$ cat src/rtl/audio_pkg.sv
// Shared constants and helpers for the audio output path.
//   AUDIO_IN_W    : width of demodulated audio samples
//   PWM_W         : width of the PWM generator data input
//   PWM_FRAME_LEN : PWM counter period, also the feeder's frame length
//   sat8()        : clamp a signed 16-bit value into signed 8-bit range
package audio_pkg;

   localparam int AUDIO_IN_W    = 16;
   localparam int PWM_W         = 8;
   localparam int PWM_FRAME_LEN = 256;

   function automatic logic [PWM_W-1:0] sat8(input logic signed [AUDIO_IN_W-1:0] v);
      if (v > 16'sd127)
         return 8'h7F;
      else if (v < -16'sd128)
         return 8'h80;
      else
         return v[PWM_W-1:0];
   endfunction

endpackage

$ cat src/rtl/audio_sync_fifo.sv
// Single-clock show-ahead FIFO.
//   clk, rst     : clock, asynchronous active-high reset
//   i_wr_en      : write request (ignored while full)
//   i_wr_data    : write data
//   i_rd_en      : read request (ignored while empty)
//   o_rd_data    : head entry, valid whenever o_empty is low
//   o_full       : no free entry
//   o_empty      : no stored entry
//   o_level      : occupancy 0..DEPTH
module audio_sync_fifo #(
   parameter int WIDTH = 16,
   parameter int DEPTH = 16,
   localparam int AW   = $clog2(DEPTH)
) (
   input  logic             clk,
   input  logic             rst,
   input  logic             i_wr_en,
   input  logic [WIDTH-1:0] i_wr_data,
   input  logic             i_rd_en,
   output logic [WIDTH-1:0] o_rd_data,
   output logic             o_full,
   output logic             o_empty,
   output logic [AW:0]      o_level
);

   localparam logic [AW:0] FULL_LVL = (AW+1)'(DEPTH);

   logic [WIDTH-1:0] r_mem [DEPTH];
   logic [AW-1:0]    r_wr_ptr;
   logic [AW-1:0]    r_rd_ptr;
   logic [AW:0]      r_level;
   logic             w_wr;
   logic             w_rd;

   assign o_full    = (r_level == FULL_LVL);
   assign o_empty   = (r_level == '0);
   assign o_level   = r_level;
   assign o_rd_data = r_mem[r_rd_ptr];

   // A full FIFO refuses writes even when a read frees a slot this cycle.
   assign w_wr = i_wr_en && !o_full;
   assign w_rd = i_rd_en && !o_empty;

   always_ff @(posedge clk) begin
      if (w_wr)
         r_mem[r_wr_ptr] <= i_wr_data;
   end

   // Pointers wrap naturally because DEPTH is a power of two.
   always_ff @(posedge clk or posedge rst) begin
      if (rst) begin
         r_wr_ptr <= '0;
         r_rd_ptr <= '0;
         r_level  <= '0;
      end else begin
         if (w_wr)
            r_wr_ptr <= r_wr_ptr + AW'(1);
         if (w_rd)
            r_rd_ptr <= r_rd_ptr + AW'(1);
         case ({w_wr, w_rd})
            2'b10:   r_level <= r_level + (AW+1)'(1);
            2'b01:   r_level <= r_level - (AW+1)'(1);
            default: r_level <= r_level;
         endcase
      end
   end

endmodule

$ cat src/rtl/audio_sample_feeder.sv
// Rate adapter between the demodulator and the 8-bit PWM stage.
// Buffers 16-bit samples, pops one per PWM frame, scales by a
// power-of-two gain with saturation and holds the result for a frame.
//   clk, rst      : clock, asynchronous active-high reset
//   in_data       : signed 16-bit sample, in_valid/in_ready handshake
//   gain_shift    : right shift = 8 - gain_shift, sampled at the pop slot
//   mute          : output zero at the pop slot
//   clr_status    : clear underrun_cnt
//   data_out      : signed 8-bit sample for the PWM DataIn
//   frame_tick    : pulse on the cycle data_out updates
//   fifo_level    : FIFO occupancy
//   underrun_cnt  : saturating count of frames that found the FIFO empty
module audio_sample_feeder
   import audio_pkg::*;
#(
   parameter int FIFO_DEPTH = 16,
   parameter int FRAME_LEN  = PWM_FRAME_LEN
) (
   input  logic                          clk,
   input  logic                          rst,
   input  logic [AUDIO_IN_W-1:0]         in_data,
   input  logic                          in_valid,
   output logic                          in_ready,
   input  logic [2:0]                    gain_shift,
   input  logic                          mute,
   input  logic                          clr_status,
   output logic [PWM_W-1:0]              data_out,
   output logic                          frame_tick,
   output logic [$clog2(FIFO_DEPTH):0]   fifo_level,
   output logic [7:0]                    underrun_cnt
);

   localparam int             FW   = $clog2(FRAME_LEN);
   localparam logic [FW-1:0]  LAST = FW'(FRAME_LEN - 1);

   logic [FW-1:0]                  r_fcnt;
   logic [PWM_W-1:0]               r_data_out;
   logic                           r_tick;
   logic [7:0]                     r_underrun;

   logic                           w_pop_slot;
   logic                           w_push;
   logic                           w_full;
   logic                           w_empty;
   logic [AUDIO_IN_W-1:0]          w_head;
   logic [3:0]                     w_shamt;
   logic signed [AUDIO_IN_W-1:0]   w_shifted;
   logic [PWM_W-1:0]               w_scaled;

   // Ready is held low during reset so nothing is accepted while the
   // FIFO is being cleared.
   assign in_ready   = !w_full && !rst;
   assign w_push     = in_valid && in_ready;
   assign w_pop_slot = (r_fcnt == LAST);

   audio_sync_fifo #(
      .WIDTH (AUDIO_IN_W),
      .DEPTH (FIFO_DEPTH)
   ) u_fifo (
      .clk       (clk),
      .rst       (rst),
      .i_wr_en   (w_push),
      .i_wr_data (in_data),
      .i_rd_en   (w_pop_slot),
      .o_rd_data (w_head),
      .o_full    (w_full),
      .o_empty   (w_empty),
      .o_level   (fifo_level)
   );

   // gain_shift 0 keeps the top byte (shift 8); 7 gives shift 1.
   assign w_shamt   = 4'd8 - {1'b0, gain_shift};
   assign w_shifted = $signed(w_head) >>> w_shamt;
   assign w_scaled  = sat8(w_shifted);

   always_ff @(posedge clk or posedge rst) begin
      if (rst) begin
         r_fcnt <= '0;
      end else if (w_pop_slot) begin
         r_fcnt <= '0;
      end else begin
         r_fcnt <= r_fcnt + FW'(1);
      end
   end

   // On underrun the previous sample is held, except that mute still
   // forces silence.
   always_ff @(posedge clk or posedge rst) begin
      if (rst) begin
         r_data_out <= '0;
         r_tick     <= 1'b0;
      end else begin
         r_tick <= w_pop_slot;
         if (w_pop_slot) begin
            if (mute)
               r_data_out <= '0;
            else if (!w_empty)
               r_data_out <= w_scaled;
         end
      end
   end

   // Clear takes priority over a coincident underrun.
   always_ff @(posedge clk or posedge rst) begin
      if (rst) begin
         r_underrun <= '0;
      end else if (clr_status) begin
         r_underrun <= '0;
      end else if (w_pop_slot && w_empty && (r_underrun != 8'hFF)) begin
         r_underrun <= r_underrun + 8'd1;
      end
   end

   assign data_out     = r_data_out;
   assign frame_tick   = r_tick;
   assign underrun_cnt = r_underrun;

endmodule

$ cat config.mk
export PLATFORM = sky130hd
export DESIGN_NAME = audio_sample_feeder
export DESIGN_NICKNAME = d
export VERILOG_FILES = /design/src/rtl/audio_pkg.sv /design/src/rtl/audio_sync_fifo.sv /design/src/rtl/audio_sample_feeder.sv
export SDC_FILE = /design/constraint.sdc
export NUM_CORES = 1
export LEC_CHECK = 0
export BUFFER_PORTS_ARGS = -buffer_cell sky130_fd_sc_hd__clkbuf_2
export CAP_MARGIN = 40
export CORE_ASPECT_RATIO = 1.1
export CORE_MARGIN = 3
export CORE_UTILIZATION = 55
export CTS_BUF_LIST = sky130_fd_sc_hd__clkbuf_4 sky130_fd_sc_hd__clkbuf_8
export CTS_CLUSTER_SIZE = 10
export DETAILED_ROUTE_END_ITERATION = 12
export PLACE_DENSITY = 0.72
export SETUP_SLACK_MARGIN = 0.15
export SYNTH_ARGS = -nofsm -noshare
export SYNTH_HDL_FRONTEND = slang
export SYNTH_SLANG_ARGS = --single-unit
$ cat constraint.sdc
create_clock -name clk -period 7.6 [get_ports clk]
set_input_delay 1.52 -clock clk [delete_from_list [all_inputs] [get_ports clk]]
set_output_delay 1.52 -clock clk [all_outputs]
set_load 0.02 [all_outputs]
==> out/qor.yml, run 1 <==
crit_path_start_kind: "input port"
met2_usage: 0.373
p_int_uw: 2670
dr.pass1.iters: 5
relSlewSlack: 0.382
timing.setup.tns_ns: 0
yosys_most_used_dff: "edfxtp_1"
worstReg2RegStart: "u_fifo.r_rd_ptr[2]$_DFFE_PP0P_"
die_h_um: 164
clock_latency_ns: 0.56
synth-seq-cells: 294
critPathLaunch: "gain_shift[0]"
vias: 6780
power_switching_uw: 857
met3_usage: 0.0475
syn_avg_cell_area_um2: 17.6
vdd.ir_drop.worst_uv: 177
netlist_area_mm2: 0.0124
finalWirelength_um: 26600
utilization: 0.632
ant_nets: 0
final_max_slew_viol_count: 0
p_sw_frac: 0.243
remaining_drc_errors: 0
crit_end: "data_out[5]$_DFFE_PP0P_"
critical_path_depth: 10
r2r_setup_slack_ns: 3.49
crit_path_end_kind: "flop"
r2r_end: "data_out[5]$_DFFE_PP0P_"
wl_per_cell_um: 23.7
worst-r2r-cell-count: 10
worstPathRequired_ns: 8.08
clkPwrFrac: 0.364
setup_viol: 0
grt_overflow: 0
htree_levels: 2
yosysSeqAreaShare: 0.695
outcome: "finished, final reports clean"
criticalPathCategory: "in -> reg"
cp_slowest_cell: "o41ai_2"
crit_chain: "clkbuf_2 -> inv_1 -> ha_1 -> inv_1 -> o311a_1 -> o211ai_1 -> o211ai_1 -> nand4b_1 -> o41ai_2 -> a221o_1"
synthCells: 707
grt_pass1_wl_um: 40800
p_leak_uw: 0.00493
cts.clk_slew.worst_paths_ns: 0.06
yosys_warnings: 0
drive_gt1_frac: 0.280
min_period_ns: 4.52
seqPwrFrac: 0.540
comb_power_share: 0.096
area_growth_pct: 12.7
num_rows: 57
synth-edff-count: 256
gr-usage-all-layers: 0.225
die_x_um: 149
viasPerCell: 6.05
clock-sinks: 294
dieArea_mm2: 0.0245
worst-path-max-fanout: 15
crit_arrival_ns: 5.00
gp_congestion: 0.839
clk_root_buffer_cell: "clkbuf_8"
grt_antenna_before_repair: 0
hold_buffers: 0
dp_hpwl_um: 16300
core_mm2: 0.0222
fin_crit_sh: 0.595
postCtsSetupBuffers: 0
busiest_layer: "met2"
synthArstFlopShare: 0.129
synth.distinct_cells: 50
io_buffers: 46
clk_path_buf_depth: 3
tightestPinTransition_ns: 0.924
max_freq_mhz: 221
rsz0062_at_grt: "false"
cpPeakStageDelay_ns: 0.67
cts_tree: "done"
min-delay-path-class: "reg -> reg"
io_pins: 47
cts_buffers: 47
fin_skew_ns: 0.0197
crit_family: "compound AO/OA/AOI/OAI gates"
diodes: 0
cts_resized: 0
crit_buf_inv: 3
start_util: 0.561
grt_pass1_vias: 6934
cap_violations: 0
finalHoldViolations: 0
cellPowerDensity_mw_per_mm2: 252
final_net_count: 827
grt_max_degree: 45
fillCellCount: 1573
drt_iter0_drc: 487
use_met1: 0.297
synthesis.nets: 744
## worst min-delay path by stage
| stage | startpoint | to | cells after the start |
|---|---|---|---|
| global route | data_out[1]$_DFFE_PP0P_ | data_out[1]$_DFFE_PP0P_ | 1 |
| finish | r_fcnt[4]$_DFF_PP0_ | r_fcnt[4]$_DFF_PP0_ | 1 |
| CTS | r_fcnt[4]$_DFF_PP0_ | r_fcnt[4]$_DFF_PP0_ | 1 |
| floorplan | r_fcnt[7]$_DFF_PP0_ | r_fcnt[7]$_DFF_PP0_ | 1 |
| detailed placement | r_fcnt[4]$_DFF_PP0_ | r_fcnt[4]$_DFF_PP0_ | 1 |
| global placement | r_fcnt[4]$_DFF_PP0_ | r_fcnt[4]$_DFF_PP0_ | 1 |
## flip-flops by register name, summed over array words and instances (netlist names)
signal	count
u_fifo.r_mem	256
data_out	8
r_fcnt	8
underrun_cnt	8
u_fifo.o_level	5
u_fifo.r_rd_ptr	4
u_fifo.r_wr_ptr	4
frame_tick	1
## cell type report
class | count | area, um2 | share of cell area
Clock inverter | 17 | 76.3 | 0.00545
Multi-Input combinational cell | 355 | 3580 | 0.256
Clock buffer | 67 | 835 | 0.0596
Sequential cell | 294 | 8640 | 0.617
Timing Repair Buffer | 71 | 425 | 0.0304
Inverter | 21 | 78.8 | 0.00563
Tap cell | 295 | 369 | 0.0263
## synthesized netlist by cell type (3+ instances only)
master / instances / share of area
a21oi_1: 16 / 0.0064
ha_1: 12 / 0.012
nor3_1: 12 / 0.0048
nand3_1: 11 / 0.0044
or3_1: 3 / 0.0015
nand2_1: 50 / 0.015
and3_1: 4 / 0.0020
nor4_1: 5 / 0.0025
clkbuf_1: 18 / 0.0054
o211ai_1: 7 / 0.0042
xnor2_1: 13 / 0.0092
buf_2: 10 / 0.0040
inv_1: 20 / 0.0060
nor2b_1: 5 / 0.0025
a211o_1: 3 / 0.0021
nor2_1: 37 / 0.011
buf_1: 5 / 0.0015
nand4_1: 5 / 0.0025
mux2i_1: 25 / 0.020
xor2_1: 10 / 0.0070
mux2_2: 5 / 0.0045
a221o_1: 8 / 0.0064
mux4_2: 67 / 0.12
a31oi_1: 5 / 0.0025
o21ai_0: 15 / 0.0060
a21o_1: 3 / 0.0018
and2_1: 6 / 0.0030
dfrtp_1: 38 / 0.076
edfxtp_1: 256 / 0.62
mux4_1: 7 / 0.015
a22oi_1: 3 / 0.0018
## power by group through the flow
stage	registers (uW)	clock network, uW	logic, uW
finish	1910	1280	338
detailed placement	1940	0	338
floorplan	1930	0	202
CTS	1910	1310	339
global route	1910	1390	369
global placement	1930	0	325
## worst reg2reg max path, stage by stage, from the launching register on
cell and delay [ns]:
dfrtp_2 0.34, buf_4 0.64, mux4_1 0.67, mux2i_1 0.41
mux2i_1 0.22, mux2_2 0.35, a221o_1 0.34, a21o_1 0.24
and4bb_1 0.30, a31oi_2 0.17, a221o_1 0.31
## cell families after synthesis
kind of cell,count (synthesis),synth area share
flip-flops,294,0.695
AND/OR/NAND/NOR,141,0.0519
multiplexers,104,0.161
AO/OA/AOI/OAI,74,0.0415
buffers and inverters,58,0.0213
XOR/XNOR,23,0.0162
adder cells (fa/ha/maj),13,0.0137
## cells in the final DEF (no fill, tap or decap), drive strengths merged, types with 2 or more instances in the layout
cell type,n
nand2,50
ha,12
clkbuf,113
a21o,3
mux2i,25
dfrtp,38
nand4,5
clkinv,16
a211oi,2
xor2,10
and3,4
buf,25
a221o,8
a21oi,16
and2,6
edfxtp,256
nor2,37
a211o,3
xnor2,13
mux4,74
a31oi,6
a22oi,3
o211a,2
nor4,5
nor2b,5
or3,3
inv,22
mux2,5
o211ai,7
o21ai,17
nor3,12
nand3,11
## layer usage
| layer | share of wire | wire, um |
|---|---|---|
| met5 | 0 | 0 |
| met4 | 0.029 | 766 |
| met3 | 0.071 | 1880 |
| met2 | 0.51 | 13400 |
| met1 | 0.39 | 10500 |
## per-stage QoR
stage	instance area (um2)	worst slack, ns	total power [uW]	hold WS, ns	instances
after floorplan	12400	3.14	2130	0.442	707
after global routing	14000	2.88	3670	0.522	1120
after global placement	13100	2.63	2250	0.461	1034
after CTS	14000	3.15	3560	0.479	1120
after detailed placement	13100	2.57	2270	0.467	1036
final	14000	3.08	3530	0.479	1120
Power figures use the tool's default switching activity.
==> inputs of run 2 (changes only) <==
--- a/config.mk
+++ b/config.mk
@@ -5,6 +5,7 @@
 export SDC_FILE = /design/constraint.sdc
 export NUM_CORES = 1
 export LEC_CHECK = 0
+export ABC_AREA = 1
 export BUFFER_PORTS_ARGS = -buffer_cell sky130_fd_sc_hd__clkbuf_2
 export CAP_MARGIN = 40
 export CORE_ASPECT_RATIO = 1.1
==> constraint.sdc (replaced) <==
create_clock -name clk -period 4.2 [get_ports clk]
set_input_delay 0.84 -clock clk [delete_from_list [all_inputs] [get_ports clk]]
set_output_delay 0.84 -clock clk [all_outputs]
set_load 0.02 [all_outputs]
==> out/qor.yml, run 2 <==
grt_pass1_vias: 8900
finalHoldViolations: 0
cap_violations: 0
criticalPathCategory: "reg -> reg"
synth_top_family_by_area: "simple AND/OR/NAND/NOR gates"
dr.pass1.iters: 5
synth_compound_area_frac: 0.0570
ant_nets: 0
synth-xor-area-share: 0.00872
rsz0062_at_grt: "false"
final_cell_mix: "nand2_1, edfxtp_1, nand3_1, nor2_1, inv_1"
cts.clk_slew.worst_paths_ns: 0.06
drt_iter0_drc: 963
min-delay-path-class: "in -> async"
outcome: "finished, final reports clean"
fin_cells: 1637
synth-edff-count: 256
syn_avg_cell_area_um2: 10.5
clock-sinks: 294
synth-adder-area-share: 0.0130
grt_max_degree: 93
crit_arrival_ns: 3.79
dieArea_mm2: 0.0256
worst-path-max-fanout: 92
multiInputGateArea_mm2: 0.00371
clock_latency_ns: 0.55
relSlewSlack: 0.440
diodes: 0
seq_area_mm2: 0.00864
p_leak_uw: 0.00584
start_util: 0.565
synthTopCellsByArea: "edfxtp_1, nand2_1, dfrtp_1, nand3_1, nor2_1"
cellPowerDensity_mw_per_mm2: 443
utilization: 0.629
dp_hpwl_um: 18400
synthesis.nets: 1280
cts_tree: "done"
dp.cells: 1556
core_mm2: 0.0231
yosysSeqAreaShare: 0.662
fillCellCount: 1851
yosys_most_used_dff: "edfxtp_1"
yosys_warnings: 0
io_pins: 47
cts_buffers: 46
netlist_area_mm2: 0.0131
synthArstFlopShare: 0.129
final_net_count: 1341
regMostFlops: "u_fifo.r_mem"
worstReg2RegStart: "u_fifo.r_rd_ptr[0]$_DFFE_PP0P_"
p_sw_frac: 0.241
remaining_drc_errors: 0
area_growth_pct: 11.2
synthCells: 1243
gp_congestion: 0.896
whs_ns: 0.415
crit_path_start_kind: "flop"
power_switching_uw: 1550
yosysMostFrequentCell: "nand2_1"
htree_levels: 2
crit_path_end_kind: "flop"
critPathLaunch: "u_fifo.r_rd_ptr[0]$_DFFE_PP0P_"
viasPerCell: 5.60
setup_viol: 0
io_buffers: 46
largest_register_ffs: 256
die_h_um: 168
dpl_cell_area_mm2: 0.0136
hold_buffers: 0
vdd.ir_drop.worst_uv: 324
finalWirelength_um: 30600
seqPwrFrac: 0.532
synth_common_cells: "nand2_1, edfxtp_1, nand3_1"
p_int_uw: 4890
clk_path_buf_depth: 3
grt_antenna_before_repair: 0
postCtsSetupBuffers: 0
layout_commonest_cell: "nand2_1"
clk_root_buffer_cell: "clkbuf_8"
netlist.area_leader.share: 0.589
tightestPinTransition_ns: 0.834
synth.distinct_cells: 35
synth.area.mux_share: 0.000767
die_x_um: 153
timing.setup.tns_ns: 0
vias: 9169
fin_crit_sh: 0.785
synth-seq-cells: 294
stdcell_area_mm2: 0.0145
comb_power_share: 0.091
clkPwrFrac: 0.377
final_max_slew_viol_count: 0
wl_per_cell_um: 18.7
min_period_ns: 3.30
yosys.area_share.simple: 0.202
grt_overflow: 0
fin_skew_ns: 0.0138
grt_pass1_wl_um: 48400
synth_top_cell_by_area: "edfxtp_1"
max_freq_mhz: 303
worstPathRequired_ns: 4.69
drive_gt1_frac: 0.138
num_rows: 58
gr-usage-all-layers: 0.239
cts_resized: 0
-- run 2: critical path, cell delays in order (launching register included) --
cell and delay, ns:
dfrtp_4 0.77, clkinv_2 0.40, buf_12 0.34, nand2_1 0.11, nand3_1 0.09, nand3_1 0.11, nand3_1 0.18, nand3_1 0.21
nand3_1 0.14, nand3_1 0.14, nand3_1 0.11, nor2_1 0.11, nand3_1 0.09, nand2_2 0.12, nand2_1 0.06, nand2_1 0.06
nand2_1 0.05, nand2_1 0.09
-- run 2: routing by layer --
layer	global-route usage	wire length, um	part of all wire	vias up
li1	-	-	-	4371
met4	0.0752	827	0.027	0
met3	0.0383	1980	0.065	62
met5	0	0	0	-
met1	0.329	12900	0.42	4414
met2	0.397	14900	0.49	322
-- run 2: final timing paths --
check | endpoint | slack [ns] | cells after the start
worst max-delay path | data_out[5]$_DFFE_PP0P_ | 0.90 | 17
worst min-delay path | u_fifo.o_level[3]$_DFFE_PP0P_ | 0.42 | 3
worst max register to register | data_out[5]$_DFFE_PP0P_ | 0.90 | 17
worst min register to register | r_fcnt[0]$_DFF_PP0_ | 0.46 | 1
max in group asynchronous | u_fifo.r_rd_ptr[0]$_DFFE_PP0P_ | 3.40 | 3
min in group clk | r_fcnt[0]$_DFF_PP0_ | 0.46 | 1
-- run 2: cells by family (layout without fill, tap and decap cells) --
logic type / after synthesis / in the layout
flops: 294 / 294
compound gates: 126 / 126
simple gates: 631 / 631
mux: 1 / 1
xor+xnor: 13 / 13
fa+ha+maj: 13 / 13
buf+inv: 165 / 259
-- run 2: layout make-up --
cell class,instances,share of cell area
Sequential cell,294,0.595
Multi-Input combinational cell,784,0.255
Clock buffer,75,0.0603
Timing Repair Buffer,74,0.0321
Inverter,104,0.0270
Tap cell,300,0.0259
Clock inverter,6,0.00388
-- run 2: power groups by stage --
stage | clock (uW) | combinational, uW | sequential (uW)
3_5_place_dp | 0 | 583 | 3480
3_3_place_gp | 0 | 571 | 3480
5_1_grt | 2600 | 658 | 3440
4_1_cts | 2460 | 589 | 3420
6_report | 2430 | 586 | 3420
2_1_floorplan | 0 | 326 | 3500
-- run 2: metrics by stage --
| step | total power (uW) | setup WS [ns] |
|---|---|---|
| 2_1_floorplan | 3820 | 0.740 |
| 3_3_place_gp | 4050 | 0.663 |
| 3_5_place_dp | 4060 | 0.568 |
| 4_1_cts | 6480 | 0.925 |
| 5_1_grt | 6700 | 0.507 |
| 6_report | 6440 | 0.904 |
